===== config.mk =====
export PLATFORM = sky130hd
export DESIGN_NAME = puf_result_reader_flat
export DESIGN_NICKNAME = d
export VERILOG_FILES = /design/src/rtl/puf_result_pkg.sv /design/src/rtl/puf_result_reader_if.sv /design/src/rtl/puf_result_reader_uart_tx_byte.sv /design/src/rtl/puf_result_reader.sv /design/src/flat_wrapper.sv
export SDC_FILE = /design/constraint.sdc
export NUM_CORES = 1
export LEC_CHECK = 0
export CAP_MARGIN = 10
export CORE_MARGIN = 5
export CORE_UTILIZATION = 35
export DETAILED_ROUTE_END_ITERATION = 8
export PLACE_DENSITY = 0.62
export SETUP_SLACK_MARGIN = 0.3
export SYNTH_ARGS = -nofsm -noshare
export SYNTH_HDL_FRONTEND = slang
export SYNTH_SLANG_ARGS = --single-unit

===== constraint.sdc =====
create_clock -name clk -period 2.8 [get_ports clk]
set_input_delay 0.42 -clock clk [delete_from_list [all_inputs] [get_ports clk]]
set_output_delay 0.42 -clock clk [all_outputs]
set_load 0.02 [all_outputs]

===== src/rtl/puf_result_pkg.sv =====
// Types and constants shared by the NIST result reader and its UART serialiser.
package puf_result_pkg;

    localparam int unsigned DEFAULT_BASE_ADDR = 1;
    localparam int unsigned NUM_NIST_TESTS    = 8;
    localparam int unsigned BYTE_IDX_W        = 4;

    localparam int unsigned FRAME_BITS = 10;
    localparam logic        START_BIT  = 1'b0;
    localparam logic        STOP_BIT   = 1'b1;

    typedef enum logic [2:0] {
        S_IDLE,
        S_RD_ISSUE,
        S_RD_WAIT,
        S_TX_REQ,
        S_TX_WAIT,
        S_NEXT,
        S_DONE
    } rd_state_e;

endpackage


===== src/rtl/puf_result_reader_if.sv =====
// Control, result-BRAM read port and UART line of the result reader.
interface puf_result_reader_if #(
    parameter int unsigned ADDR_WIDTH = 13,
    parameter int unsigned DATA_WIDTH = 8
);
    import puf_result_pkg::*;

    logic                  start;
    logic                  mem_en;
    logic [ADDR_WIDTH-1:0] mem_raddr;
    logic [DATA_WIDTH-1:0] mem_rdata;
    logic                  uart_tx;
    logic                  busy;
    logic                  done;
    logic [BYTE_IDX_W-1:0] byte_idx;

    modport master (
        input  start,
        input  mem_rdata,
        output mem_en,
        output mem_raddr,
        output uart_tx,
        output busy,
        output done,
        output byte_idx
    );

    modport slave (
        output start,
        output mem_rdata,
        input  mem_en,
        input  mem_raddr,
        input  uart_tx,
        input  busy,
        input  done,
        input  byte_idx
    );

endinterface


===== src/rtl/puf_result_reader_uart_tx_byte.sv =====
// 8N1 UART transmitter: one frame per accepted byte, LSB first, line idles high.
module uart_tx_byte
    import puf_result_pkg::*;
#(
    parameter int unsigned CLKS_PER_BIT = 868,
    parameter int unsigned DATA_WIDTH   = 8
) (
    input  logic                  clk,
    input  logic                  rst,
    input  logic                  tx_valid,
    input  logic [DATA_WIDTH-1:0] tx_data,
    output logic                  tx_ready,
    output logic                  tx_line
);

    // FRAME_BITS counts start + stop around an 8-bit payload
    localparam int unsigned FRAME_LEN = DATA_WIDTH + FRAME_BITS - 8;
    localparam int unsigned CNT_W     = $clog2(CLKS_PER_BIT);
    localparam int unsigned BIT_W     = $clog2(FRAME_LEN);
    localparam logic [CNT_W-1:0] CNT_LAST = CNT_W'(CLKS_PER_BIT - 1);
    localparam logic [BIT_W-1:0] BIT_LAST = BIT_W'(FRAME_LEN - 1);

    logic [FRAME_LEN-1:0] shift_q;
    logic [CNT_W-1:0]     cnt_q;
    logic [BIT_W-1:0]     bits_q;

    // Bit 0 of the shift register is the line; ones refill from the top
    always_ff @(posedge clk or posedge rst) begin
        if (rst) begin
            shift_q  <= '1;
            cnt_q    <= '0;
            bits_q   <= '0;
            tx_ready <= 1'b1;
        end else if (tx_ready) begin
            if (tx_valid) begin
                shift_q  <= {STOP_BIT, tx_data, START_BIT};
                cnt_q    <= '0;
                bits_q   <= '0;
                tx_ready <= 1'b0;
            end
        end else if (cnt_q == CNT_LAST) begin
            cnt_q <= '0;
            if (bits_q == BIT_LAST) begin
                tx_ready <= 1'b1;
            end else begin
                bits_q  <= bits_q + BIT_W'(1);
                shift_q <= {1'b1, shift_q[FRAME_LEN-1:1]};
            end
        end else begin
            cnt_q <= cnt_q + CNT_W'(1);
        end
    end

    assign tx_line = shift_q[0];

endmodule


===== src/rtl/puf_result_reader.sv =====
// Reads NUM_RESULTS pass-count bytes from the result BRAM and sends each over UART.
// Optional RESULT_CHECKSUM_EN appends a modulo-256 sum frame after the last byte.
module puf_result_reader
    import puf_result_pkg::*;
#(
    parameter int unsigned ADDR_WIDTH   = 13,
    parameter int unsigned DATA_WIDTH   = 8,
    parameter int unsigned NUM_RESULTS  = NUM_NIST_TESTS,
    parameter int unsigned BASE_ADDR    = DEFAULT_BASE_ADDR,
    parameter int unsigned CLKS_PER_BIT = 868
) (
    input logic                 clk,
    input logic                 rst,
    puf_result_reader_if.master bus
);

    localparam logic [ADDR_WIDTH-1:0] BASE     = ADDR_WIDTH'(BASE_ADDR);
    localparam logic [BYTE_IDX_W-1:0] LAST_IDX = BYTE_IDX_W'(NUM_RESULTS - 1);
`ifdef RESULT_CHECKSUM_EN
    localparam logic [BYTE_IDX_W-1:0] CSUM_IDX = BYTE_IDX_W'(NUM_RESULTS);
`endif

    rd_state_e             state_q, state_d;
    logic                  mem_en_q, mem_en_d;
    logic [ADDR_WIDTH-1:0] raddr_q, raddr_d;
    logic                  busy_q, busy_d;
    logic                  done_q, done_d;
    logic [BYTE_IDX_W-1:0] idx_q, idx_d;
    logic [DATA_WIDTH-1:0] hold_q, hold_d;
`ifdef RESULT_CHECKSUM_EN
    logic [DATA_WIDTH-1:0] csum_q, csum_d;
`endif
    logic                  tx_valid_c;
    logic                  tx_ready;
    logic                  tx_line;

    always_ff @(posedge clk or posedge rst) begin
        if (rst) begin
            state_q  <= S_IDLE;
            mem_en_q <= 1'b0;
            raddr_q  <= BASE;
            busy_q   <= 1'b0;
            done_q   <= 1'b0;
            idx_q    <= '0;
            hold_q   <= '0;
`ifdef RESULT_CHECKSUM_EN
            csum_q   <= '0;
`endif
        end else begin
            state_q  <= state_d;
            mem_en_q <= mem_en_d;
            raddr_q  <= raddr_d;
            busy_q   <= busy_d;
            done_q   <= done_d;
            idx_q    <= idx_d;
            hold_q   <= hold_d;
`ifdef RESULT_CHECKSUM_EN
            csum_q   <= csum_d;
`endif
        end
    end

    // Outputs are computed one cycle ahead so they register with the state
    always_comb begin
        state_d    = state_q;
        mem_en_d   = 1'b0;
        raddr_d    = raddr_q;
        busy_d     = busy_q;
        done_d     = 1'b0;
        idx_d      = idx_q;
        hold_d     = hold_q;
        tx_valid_c = 1'b0;
`ifdef RESULT_CHECKSUM_EN
        csum_d     = csum_q;
`endif
        unique case (state_q)
            S_IDLE: begin
                if (bus.start) begin
                    raddr_d  = BASE;
                    idx_d    = '0;
                    busy_d   = 1'b1;
                    mem_en_d = 1'b1;
                    state_d  = S_RD_ISSUE;
`ifdef RESULT_CHECKSUM_EN
                    csum_d   = '0;
`endif
                end
            end
            S_RD_ISSUE: state_d = S_RD_WAIT;
            S_RD_WAIT: begin
                hold_d  = bus.mem_rdata;
                state_d = S_TX_REQ;
`ifdef RESULT_CHECKSUM_EN
                csum_d  = csum_q + bus.mem_rdata;
`endif
            end
            S_TX_REQ: begin
                tx_valid_c = 1'b1;
                if (tx_ready) state_d = S_TX_WAIT;
            end
            S_TX_WAIT: begin
                if (tx_ready) state_d = S_NEXT;
            end
            S_NEXT: begin
                if (idx_q == LAST_IDX) begin
`ifdef RESULT_CHECKSUM_EN
                    hold_d  = csum_q;
                    idx_d   = CSUM_IDX;
                    state_d = S_TX_REQ;
                end else if (idx_q == CSUM_IDX) begin
`endif
                    done_d  = 1'b1;
                    busy_d  = 1'b0;
                    raddr_d = BASE;
                    state_d = S_DONE;
                end else begin
                    idx_d    = idx_q + BYTE_IDX_W'(1);
                    raddr_d  = raddr_q + ADDR_WIDTH'(1);
                    mem_en_d = 1'b1;
                    state_d  = S_RD_ISSUE;
                end
            end
            S_DONE:  state_d = S_IDLE;
            default: state_d = S_IDLE;
        endcase
    end

    uart_tx_byte #(
        .CLKS_PER_BIT (CLKS_PER_BIT),
        .DATA_WIDTH   (DATA_WIDTH)
    ) u_uart (
        .clk      (clk),
        .rst      (rst),
        .tx_valid (tx_valid_c),
        .tx_data  (hold_q),
        .tx_ready (tx_ready),
        .tx_line  (tx_line)
    );

    assign bus.mem_en    = mem_en_q;
    assign bus.mem_raddr = raddr_q;
    assign bus.busy      = busy_q;
    assign bus.done      = done_q;
    assign bus.byte_idx  = idx_q;
    assign bus.uart_tx   = tx_line;

endmodule


===== src/flat_wrapper.sv =====
// flat-port wrapper written by rule: the top's interface ports become plain ports
module puf_result_reader_flat import puf_result_pkg::*;
#(
    parameter int unsigned ADDR_WIDTH   = 13,
    parameter int unsigned DATA_WIDTH   = 8,
    parameter int unsigned NUM_RESULTS  = NUM_NIST_TESTS,
    parameter int unsigned BASE_ADDR    = DEFAULT_BASE_ADDR,
    parameter int unsigned CLKS_PER_BIT = 868
)
  (clk, rst, bus_start, bus_mem_rdata, bus_mem_en, bus_mem_raddr, bus_uart_tx, bus_busy, bus_done, bus_byte_idx);
  puf_result_reader_if #(.ADDR_WIDTH(ADDR_WIDTH), .DATA_WIDTH(DATA_WIDTH)) bus_i ();
  input logic clk;
  input logic rst;
  input wire logic [$bits(bus_i.start)-1:0] bus_start;
  input wire logic [$bits(bus_i.mem_rdata)-1:0] bus_mem_rdata;
  output wire logic [$bits(bus_i.mem_en)-1:0] bus_mem_en;
  output wire logic [$bits(bus_i.mem_raddr)-1:0] bus_mem_raddr;
  output wire logic [$bits(bus_i.uart_tx)-1:0] bus_uart_tx;
  output wire logic [$bits(bus_i.busy)-1:0] bus_busy;
  output wire logic [$bits(bus_i.done)-1:0] bus_done;
  output wire logic [$bits(bus_i.byte_idx)-1:0] bus_byte_idx;
  assign bus_i.start = bus_start;
  assign bus_i.mem_rdata = bus_mem_rdata;
  assign bus_mem_en = bus_i.mem_en;
  assign bus_mem_raddr = bus_i.mem_raddr;
  assign bus_uart_tx = bus_i.uart_tx;
  assign bus_busy = bus_i.busy;
  assign bus_done = bus_i.done;
  assign bus_byte_idx = bus_i.byte_idx;
  puf_result_reader #(.ADDR_WIDTH(ADDR_WIDTH), .DATA_WIDTH(DATA_WIDTH), .NUM_RESULTS(NUM_RESULTS), .BASE_ADDR(BASE_ADDR), .CLKS_PER_BIT(CLKS_PER_BIT)) u_core (.clk(clk), .rst(rst), .bus(bus_i));
endmodule

==> flow_metrics.py, run 1 <==
metrics = {
    "routing": {
        "route.detailed.wl_per_inst_um": 14.2,
        "drtIter0Drc": 57,
        "met3_length_um": 136,
        "vias_per_cell": 5.22,
        "wl_met2_mm": 2.73,
        "ant_nets": 0,
        "drc": 0,
        "wirelength_met1_mm": 2.82,
        "first_pass_iters": 4,
        "num_vias": 2118,
        "wirelength_mm": 5.78,
        "topRoutingLayerUsed": "met4",
    },
    "clock_tree": {
        "clkSinkCount": 55,
        "cts_setup_buffers": 0,
        "clkTransAtPathRegs_ns": 0.10,
        "cts-buffers-inserted": 5,
        "clk_latency_ns": 0.31,
        "clockBufferDepth": 2,
        "h-tree-depth": 2,
        "cts_resized": 0,
        "cts_tree": "yes",
        "cts-root-buf": "clkbuf_8",
        "cts_hold_buf": 0,
    },
    "logic_synthesis": {
        "synthCells": 272,
        "yosysWarnings": 0,
        "synthArstFlopShare": 1.00,
        "yosysSeqAreaShare": 0.493,
        "synth-seq-cells": 55,
        "syn-num-nets": 288,
        "synth_top_area_frac": 0.391,
        "synthTopCellsByArea": "dfrtp_1, dfstp_2, mux2_2",
        "synth_edf_count": 0,
        "yosysUniqueCellTypes": 43,
        "avgSynthCellArea_um2": 10.4,
        "synth_ff_type": "dfrtp_1",
        "synth.largest_area_cell": "dfrtp_1",
        "syn_area_um2": 2820,
    },
    "timing": {
        "worst_clock_skew_ns": 0.00556,
        "holdWs_ns": 0.474,
        "final-hold-violation-count": 0,
        "fin_tns_setup_ns": 0,
        "drv_slew": 0,
        "rsz0062_at_grt": "false",
        "setup_violations": 0,
        "slew-limit-headroom": 0.567,
        "post-route-min-period_ns": 2.01,
        "tightest_slew_ns": 0.646,
        "period_share": 0.719,
        "timing.fmax_mhz": 497,
    },
    "placed_design": {
        "portBuffers": 31,
        "dp_hpwl_mm": 3.94,
        "gp_congestion": 0.794,
    },
    "layout": {
        "final_nets": 319,
        "final_cell_mix": "dfrtp_1, nand2_1, clkdlybuf4s50_1",
        "drive_gt1_frac": 0.178,
        "n_antenna_cell": 0,
        "syn_to_final_growth_pct": 18.9,
        "fin_util": 0.431,
        "mostFrequentLayoutCell": "dfrtp_1",
    },
    "worst_setup_path": {
        "crit_fanout": 21,
        "critPathMaxStageDelay_ns": 0.63,
        "cp.required_ns": 3.05,
        "path_cells": "and3b_1, nand2_1, or4_1, nand3_1",
        "cp_slowest_cell": "or4_1",
        "criticalPathCategory": "flop to flop",
        "regToRegSetupSlack_ns": 0.79,
        "startpoint_type": "flop",
        "worstSetupEndpointType": "flop",
        "crit_arrival_ns": 2.26,
    },
    "grt": {
        "track_usage": 0.123,
        "grt_pass1_wl_mm": 10.1,
        "grt_max_degree": 56,
        "antenna_found_initial": 0,
        "grt-ovfl-total": 0,
        "grt_pass1_vias": 2169,
    },
    "floorplanning": {
        "row_count": 32,
        "die_h_um": 99.7,
        "pin_count": 32,
        "coreArea_um2": 7770,
        "die_w_um": 99.7,
        "start_util": 0.363,
        "dieArea_um2": 9950,
    },
    "pwr": {
        "power.leakage_uw": 0.00140,
        "powerDensity_nw_per_um2": 410,
        "total_power_uw": 1370,
        "vdd_drop_max_mv": 0.215,
    },
    "outcome": {
        "run_status": "finished clean",
    },
    "run": {
        "drv_cap": 0,
    },
    "hold_path": {
        "hold_path.class": "input pin to asynchronous set/reset pin",
    },
}
through the flow:
| step | cell area [um^2] | setup slack (ns) | instances |
|---|---|---|---|
| after global placement | 3240 | 0.580 | 398 |
| after global routing | 3350 | 0.619 | 406 |
| after detailed placement | 3240 | 0.504 | 398 |
| final | 3350 | 0.787 | 406 |
| after floorplan | 2820 | 0.999 | 272 |
| after CTS | 3350 | 0.782 | 406 |
logic make-up after synthesis:
kind of cell	count (synthesis)	share of synthesized area
muxes	24	0.108
xor gates and xnor gates	4	0.0124
AOI/OAI and AO/OA	52	0.119
DFF	55	0.493
adders and majority gates	5	0.0222
buffers and inverters	20	0.0337
and+or+nand+nor	112	0.211
synthesized netlist by cell type, types with 2 or more instances:
cell type	n
a21o_1	5
or4_1	4
nor3b_2	2
a31oi_1	2
nand3b_1	4
dfrtp_1	44
a22o_1	6
inv_1	9
or3_1	4
nand2_1	36
o21ai_0	20
a21oi_1	6
nor2b_1	2
nor4_1	4
and3b_1	2
nand3_1	21
ha_1	5
clkbuf_1	5
nand4_1	4
dfstp_2	11
and3_1	3
buf_6	2
mux2_2	15
buf_2	4
o211ai_1	4
mux2_4	9
xor2_1	4
nor2_1	14
nor3_1	6
o21bai_1	2
power breakdown:
group / total (uW) / internal, uW / switching [uW]
Clock: 530 / 267 / 264
Sequential: 803 / 800 / 2.58
Combinational: 38.9 / 19.7 / 19.2
Total: 1370 / 1090 / 285
flip-flops by register name, indices dropped and copies added (netlist names):
name and count:
u_core.bus.mem_en 1, u_core.u_uart.shift_q 9, u_core.hold_q 8, u_core.bus.byte_idx 4
u_core.u_uart.cnt_q 10, u_core.u_uart.bits_q 4, u_core.bus.done 1, u_core.u_uart.tx_ready 1
u_core.state_q 3, u_core.bus.mem_raddr 13, u_core.bus.busy 1
worst max-delay path, delay by kind of cell (launching register included):
kind | cells | cell delay (ns)
and+or+nand+nor | 4 | 1.36
DFF | 1 | 0.60
layout make-up:
class                           count  area [um^2]
Sequential cell                    55         1390
Multi-Input combinational cell    197         1330
Clock inverter                      3         43.8
Inverter                            9         33.8
Timing Repair Buffer               35          353
Tap cell                          102          128
Fill cell                         768         4420
Clock buffer                        5         68.8
path summary, 6_finish.rpt:
kind	startpoint	to	depth (start not counted)
max	u_core.state_q[0]$_DFFE_PP0P_	u_core.bus.mem_raddr[9]$_DFFE_PP0P_	4
min in group clk	u_core.u_uart.shift_q[8]$_DFFE_PP1P_	u_core.u_uart.shift_q[8]$_DFFE_PP1P_	2
min	rst	u_core.u_uart.cnt_q[9]$_DFFE_PP0P_	3
max reg2reg	u_core.state_q[0]$_DFFE_PP0P_	u_core.bus.mem_raddr[9]$_DFFE_PP0P_	4
max in group asynchronous	rst	u_core.u_uart.shift_q[2]$_DFFE_PP1P_	3
min reg2reg	u_core.u_uart.shift_q[8]$_DFFE_PP1P_	u_core.u_uart.shift_q[8]$_DFFE_PP1P_	2
layer usage:
layer / up-vias / track usage
met5: - / 0
met4: 0 / 0.0483
met3: 6 / 0.0210
met2: 24 / 0.205
met1: 1047 / 0.159
li1: 1041 / -
No activity file was read; power rests on OpenSTA's default activity.
==> run 2: changes to the inputs <==
- clock period: 2.8 -> 1.92 ns (I/O delays scaled with it)
==> run 2 against run 1 <==
  * Global-route usage grew 0.62 points
  * First-iteration DRC count up 79%
  * Combinational power up 45%
  * Largest power group unchanged
  * Critical path depth grew 2
  * Power grew 56%
==> flow_metrics.py, run 2 (same netlist as run 1, synthesis figures left out) <==
metrics = {
    "worst_setup_path": {
        "crit_arrival_ns": 1.92,
        "path_cells": "ha_2, and4bb_4, nand3_4, o31a_1, buf_6, mux2_4",
        "crit_fanout": 3,
        "startpoint_type": "flop",
        "r2r_start": "u_core.u_uart.cnt_q[1]$_DFFE_PP0P_",
        "cp_top_family": "flip-flops",
        "cp_slowest_cell": "dfrtp_1",
        "critPathMaxStageDelay_ns": 0.37,
        "r2r_cells": 6,
        "worstSetupEndpointType": "flop",
        "worst-path-buf-inv": 1,
        "cp.required_ns": 2.13,
        "r2r_end": "u_core.u_uart.bits_q[1]$_DFFE_PP0P_",
        "regToRegSetupSlack_ns": 0.21,
        "criticalPathCategory": "flop to flop",
    },
    "routing": {
        "route.detailed.wl_per_inst_um": 14.1,
        "wirelength_mm": 6.20,
        "vias_per_cell": 5.23,
        "first_pass_iters": 4,
        "ant_nets": 0,
        "num_vias": 2292,
        "drtIter0Drc": 102,
        "drc": 0,
    },
    "grt": {
        "track_usage": 0.129,
        "grt-ovfl-total": 0,
        "grt_max_degree": 56,
        "grt_pass1_wl_mm": 10.5,
        "met3_usage": 0.0224,
        "met1_usage": 0.174,
        "antenna_found_initial": 0,
        "grt_pass1_vias": 2206,
        "grt_util_met2": 0.208,
        "grt.busiest_layer": "met2",
    },
    "outcome": {
        "run_status": "finished clean",
    },
    "layout": {
        "final_cell_mix": "dfrtp_1, nand2_1, buf_4",
        "syn_to_final_growth_pct": 32.1,
        "final_nets": 351,
        "fillers": 727,
        "n_antenna_cell": 0,
        "regArea_um2": 1400,
        "final_area_um2": 3720,
        "finalNonFillerCells": 438,
        "mostFrequentLayoutCell": "dfrtp_1",
        "drive_gt1_frac": 0.333,
        "multi_input_area_um2": 1440,
        "largest_reg_flops": 13,
    },
    "clock_tree": {
        "cts_tree": "yes",
        "h-tree-depth": 2,
        "clockBufferDepth": 2,
        "clkSinkCount": 55,
        "cts-buffers-inserted": 5,
        "cts-root-buf": "clkbuf_8",
        "cts_hold_buf": 0,
        "clk_latency_ns": 0.31,
        "clkTransAtPathRegs_ns": 0.10,
    },
    "timing": {
        "setup_violations": 0,
        "drv_slew": 0,
        "slew-limit-headroom": 0.778,
        "fin_tns_setup_ns": 0,
        "final-hold-violation-count": 0,
        "period_share": 0.891,
        "setup_ws_ns": 0.209,
        "post-route-min-period_ns": 1.71,
        "tightest_slew_ns": 0.330,
        "rsz0062_at_grt": "true",
        "worst_clock_skew_ns": 0.00247,
        "timing.fmax_mhz": 584,
    },
    "placed_design": {
        "place_inst": 410,
        "gp_congestion": 0.766,
        "pre_cts_slack_ns": -0.0880,
        "dpl_cell_area_um2": 3360,
        "portBuffers": 31,
        "dp_hpwl_mm": 4.15,
    },
    "run": {
        "drv_cap": 0,
    },
    "floorplanning": {
        "die_w_um": 99.7,
        "die_h_um": 99.7,
        "row_count": 32,
        "dieArea_um2": 9950,
        "pin_count": 32,
        "coreArea_um2": 7770,
        "start_util": 0.363,
    },
    "pwr": {
        "powerDensity_nw_per_um2": 575,
        "vdd_drop_max_mv": 0.275,
        "power.leakage_uw": 0.00159,
    },
    "hold_path": {
        "hold_path.class": "input pin to asynchronous set/reset pin",
    },
}
-- run 2: cell count changes in the layout (fill, tap and decap cells not counted), sizes merged --
cell / change
bufinv: +1
clkinv: -2
clkdlybuf4s50: -19
clkbuf: +1
buf: +32
dlygate4sd2: +16
dlymetal6s2s: +2
clkinvlp: +1
-- run 2: metrics by stage --
step	power [uW]	hold slack, ns	utilization
2_1_floorplan	1220	0.440	-
3_3_place_gp	1250	0.472	0.432
3_5_place_dp	1250	0.476	0.432
4_1_cts	2170	0.333	0.461
5_1_grt	2220	0.343	0.479
6_report	2140	0.328	0.479
-- run 2: power breakdown --
group / switching, uW / total, uW / leakage [uW] / internal, uW
sequential: 3.77 / 1170 / 0.000623 / 1170
clock: 394 / 914 / 0.0000644 / 520
combinational: 27.6 / 56.4 / 0.000903 / 28.8
total: 425 / 2140 / 0.00159 / 1720
-- run 2: layout make-up --
type,instances,share of cell area
Multi-Input combinational cell,197,0.387
Sequential cell,55,0.376
Timing Repair Buffer,67,0.157
Tap cell,102,0.0343
Clock buffer,5,0.0185
Clock inverter,3,0.0182
Inverter,9,0.00908
-- run 2: worst max path at each step --
stage / from / slack (ns) / cells after the start / end
floorplan: u_core.u_uart.cnt_q[0]$_DFFE_PP0P_ / 0.18 / 6 / u_core.u_uart.bits_q[0]$_DFFE_PP0P_
global placement: bus_start / -0.06 / 5 / u_core.bus.mem_raddr[5]$_DFFE_PP0P_
detailed placement: bus_start / -0.09 / 5 / u_core.bus.mem_raddr[5]$_DFFE_PP0P_
CTS: u_core.u_uart.cnt_q[0]$_DFFE_PP0P_ / 0.16 / 6 / u_core.u_uart.bits_q[0]$_DFFE_PP0P_
global route: u_core.u_uart.cnt_q[0]$_DFFE_PP0P_ / 0.15 / 6 / u_core.u_uart.bits_q[0]$_DFFE_PP0P_
finish: u_core.u_uart.cnt_q[1]$_DFFE_PP0P_ / 0.21 / 6 / u_core.u_uart.bits_q[1]$_DFFE_PP0P_
-- run 2: repair_timing --
item                       in CTS  in global routing
setup endpoints to repair      42                 30
resized for setup              28                 20
setup buffers                   8                 12
pin swaps                       5                  7
gates cloned                    0                  0
hold endpoints to repair        0                  0
-- run 2: layer usage --
metal / up-vias / wire, um
met5: - / 0
met4: 0 / 104
met3: 10 / 182
met2: 41 / 3070
met1: 1136 / 2840
li1: 1105 / -
-- run 2: worst min-delay path, stage by stage --
cell and delay, ns:
clkdlybuf4s50_1 0.41, inv_2 0.07, buf_12 0.27
==> run 3: changes to the inputs <==
- CAP_MARGIN: 10 -> unset
- SETUP_SLACK_MARGIN: 0.3 -> unset
==> run 3 against run 2 <==
  * Clock-buffer cell count unchanged
  * Setup slack got worse by 0.15 ns
  * First-iteration DRC count up 25%
  * Final cell count fell by 3.9%
  * Sequential power hardly changed
  * Clock power shrank 12%
  * Highest routed layer unchanged
==> flow_metrics.py, run 3 (same netlist as run 1, synthesis figures left out) <==
metrics = {
    "outcome": {
        "run_status": "finished clean",
    },
    "worst_setup_path": {
        "crit_arrival_ns": 2.06,
        "startpoint_type": "flop",
        "worstSetupEndpointType": "flop",
        "r2r_end": "u_core.u_uart.bits_q[1]$_DFFE_PP0P_",
        "criticalPathCategory": "flop to flop",
        "worst-path-buf-inv": 1,
        "r2r_cells": 6,
        "crit_fanout": 5,
        "cp_slowest_cell": "dfrtp_1",
        "cp_top_family": "flip-flops",
        "path_cells": "ha_1, and4bb_4, nand3_4, o31a_1, buf_4, mux2_4",
        "r2r_start": "u_core.u_uart.cnt_q[1]$_DFFE_PP0P_",
        "critPathMaxStageDelay_ns": 0.41,
        "regToRegSetupSlack_ns": 0.06,
        "cp.required_ns": 2.12,
    },
    "layout": {
        "drive_gt1_frac": 0.219,
        "n_antenna_cell": 0,
        "final_nets": 334,
        "final_area_um2": 3470,
        "syn_to_final_growth_pct": 23.2,
        "mostFrequentLayoutCell": "dfrtp_1",
        "largest_reg_flops": 13,
        "multi_input_area_um2": 1340,
        "fillers": 753,
        "final_cell_mix": "dfrtp_1, nand2_1, clkdlybuf4s50_1",
        "regArea_um2": 1390,
        "finalNonFillerCells": 421,
    },
    "clock_tree": {
        "cts-buffers-inserted": 5,
        "clockBufferDepth": 2,
        "h-tree-depth": 2,
        "cts-root-buf": "clkbuf_8",
        "cts_tree": "yes",
        "clkTransAtPathRegs_ns": 0.10,
        "clk_latency_ns": 0.31,
        "clkSinkCount": 55,
    },
    "routing": {
        "route.detailed.wl_per_inst_um": 13.8,
        "wirelength_mm": 5.79,
        "ant_nets": 0,
        "drtIter0Drc": 128,
        "vias_per_cell": 5.17,
        "drc": 0,
        "first_pass_iters": 4,
        "num_vias": 2177,
    },
    "grt": {
        "track_usage": 0.119,
        "grt_pass1_wl_mm": 9.71,
        "antenna_found_initial": 0,
        "grt_pass1_vias": 2078,
        "grt-ovfl-total": 0,
        "grt_max_degree": 56,
    },
    "timing": {
        "worst_clock_skew_ns": 0.0106,
        "tightest_slew_ns": 0.321,
        "rsz0062_at_grt": "false",
        "slew-limit-headroom": 0.784,
        "final-hold-violation-count": 0,
        "setup_violations": 0,
        "period_share": 0.969,
        "post-route-min-period_ns": 1.86,
        "timing.fmax_mhz": 537,
        "drv_slew": 0,
    },
    "pwr": {
        "p_sw_uw": 438,
        "vdd_drop_max_mv": 0.313,
        "p_int_uw": 1590,
        "total_power_uw": 2030,
        "clkPwrFrac": 0.395,
        "combPwrFrac": 0.029,
        "power.leakage_uw": 0.00147,
        "powerDensity_nw_per_um2": 585,
        "seq_power_share": 0.577,
        "switching_share": 0.216,
    },
    "floorplanning": {
        "start_util": 0.363,
        "row_count": 32,
        "die_w_um": 99.7,
        "coreArea_um2": 7770,
        "pin_count": 32,
        "dieArea_um2": 9950,
        "die_h_um": 99.7,
    },
    "placed_design": {
        "dpl_cell_area_um2": 3350,
        "portBuffers": 31,
        "gp_congestion": 0.792,
        "dp_hpwl_mm": 4.04,
        "place_inst": 413,
    },
    "run": {
        "drv_cap": 0,
    },
    "hold_path": {
        "hold_path.class": "input pin to asynchronous set/reset pin",
    },
}
## run 3: routing by layer
metal | global-route usage | wire length [um]
met5 | 0 | 0
met4 | 0.0347 | 65
met3 | 0.0231 | 123
met2 | 0.188 | 2720
met1 | 0.166 | 2880
## run 3: power by group through the flow
stage	logic (uW)	clock network (uW)	registers, uW
6_report	58.4	802	1170
5_1_grt	65.7	872	1170
4_1_cts	60.5	838	1170
3_5_place_dp	60.4	0	1190
3_3_place_gp	61.4	0	1190
2_1_floorplan	24.9	0	1190
## run 3: how the worst max path moves through the flow
stage | startpoint | slack (ns) | to | depth (start not counted)
floorplan | u_core.u_uart.cnt_q[0]$_DFFE_PP0P_ | 0.12 | u_core.u_uart.bits_q[0]$_DFFE_PP0P_ | 6
global placement | bus_start | -0.02 | u_core.bus.mem_raddr[5]$_DFFE_PP0P_ | 6
detailed placement | bus_start | -0.04 | u_core.bus.mem_raddr[5]$_DFFE_PP0P_ | 6
CTS | u_core.u_uart.cnt_q[1]$_DFFE_PP0P_ | 0.07 | u_core.u_uart.bits_q[1]$_DFFE_PP0P_ | 6
global route | u_core.u_uart.cnt_q[1]$_DFFE_PP0P_ | 0.009 | u_core.u_uart.bits_q[1]$_DFFE_PP0P_ | 6
finish | u_core.u_uart.cnt_q[1]$_DFFE_PP0P_ | 0.06 | u_core.u_uart.bits_q[1]$_DFFE_PP0P_ | 6
## run 3: worst register-to-register path, stage by stage, from the launching register on
cell      delay, ns
dfrtp_1        0.41
ha_1           0.20
and4bb_4       0.28
nand3_4        0.10
o31a_1         0.31
buf_4          0.17
mux2_4         0.29
## run 3: timing repair
action | in CTS | in global routing
buffers inserted | 0 | 0
hold buffers | 0 | 0
resized for setup | 0 | 1
endpoints found under the setup margin | 0 | 1
## run 3: layout make-up
class / instances / share of cell area
clock inverter: 3 / 0.0137
sequential: 55 / 0.400
multi-input combinational: 197 / 0.386
tap: 102 / 0.0368
inverter: 9 / 0.00973
timing repair buffer: 50 / 0.134
clock buffer: 5 / 0.0198
## run 3: through the flow
step / util / TNS (ns) / hold slack [ns] / setup slack [ns]
finish: 0.447 / 0 / 0.345 / 0.0595
global route: 0.447 / 0 / 0.377 / 0.00909
CTS: 0.446 / 0 / 0.344 / 0.0676
detailed placement: 0.431 / -0.0579 / 0.465 / -0.0372
global placement: 0.431 / -0.0160 / 0.460 / -0.0160
floorplan: - / 0 / 0.440 / 0.119
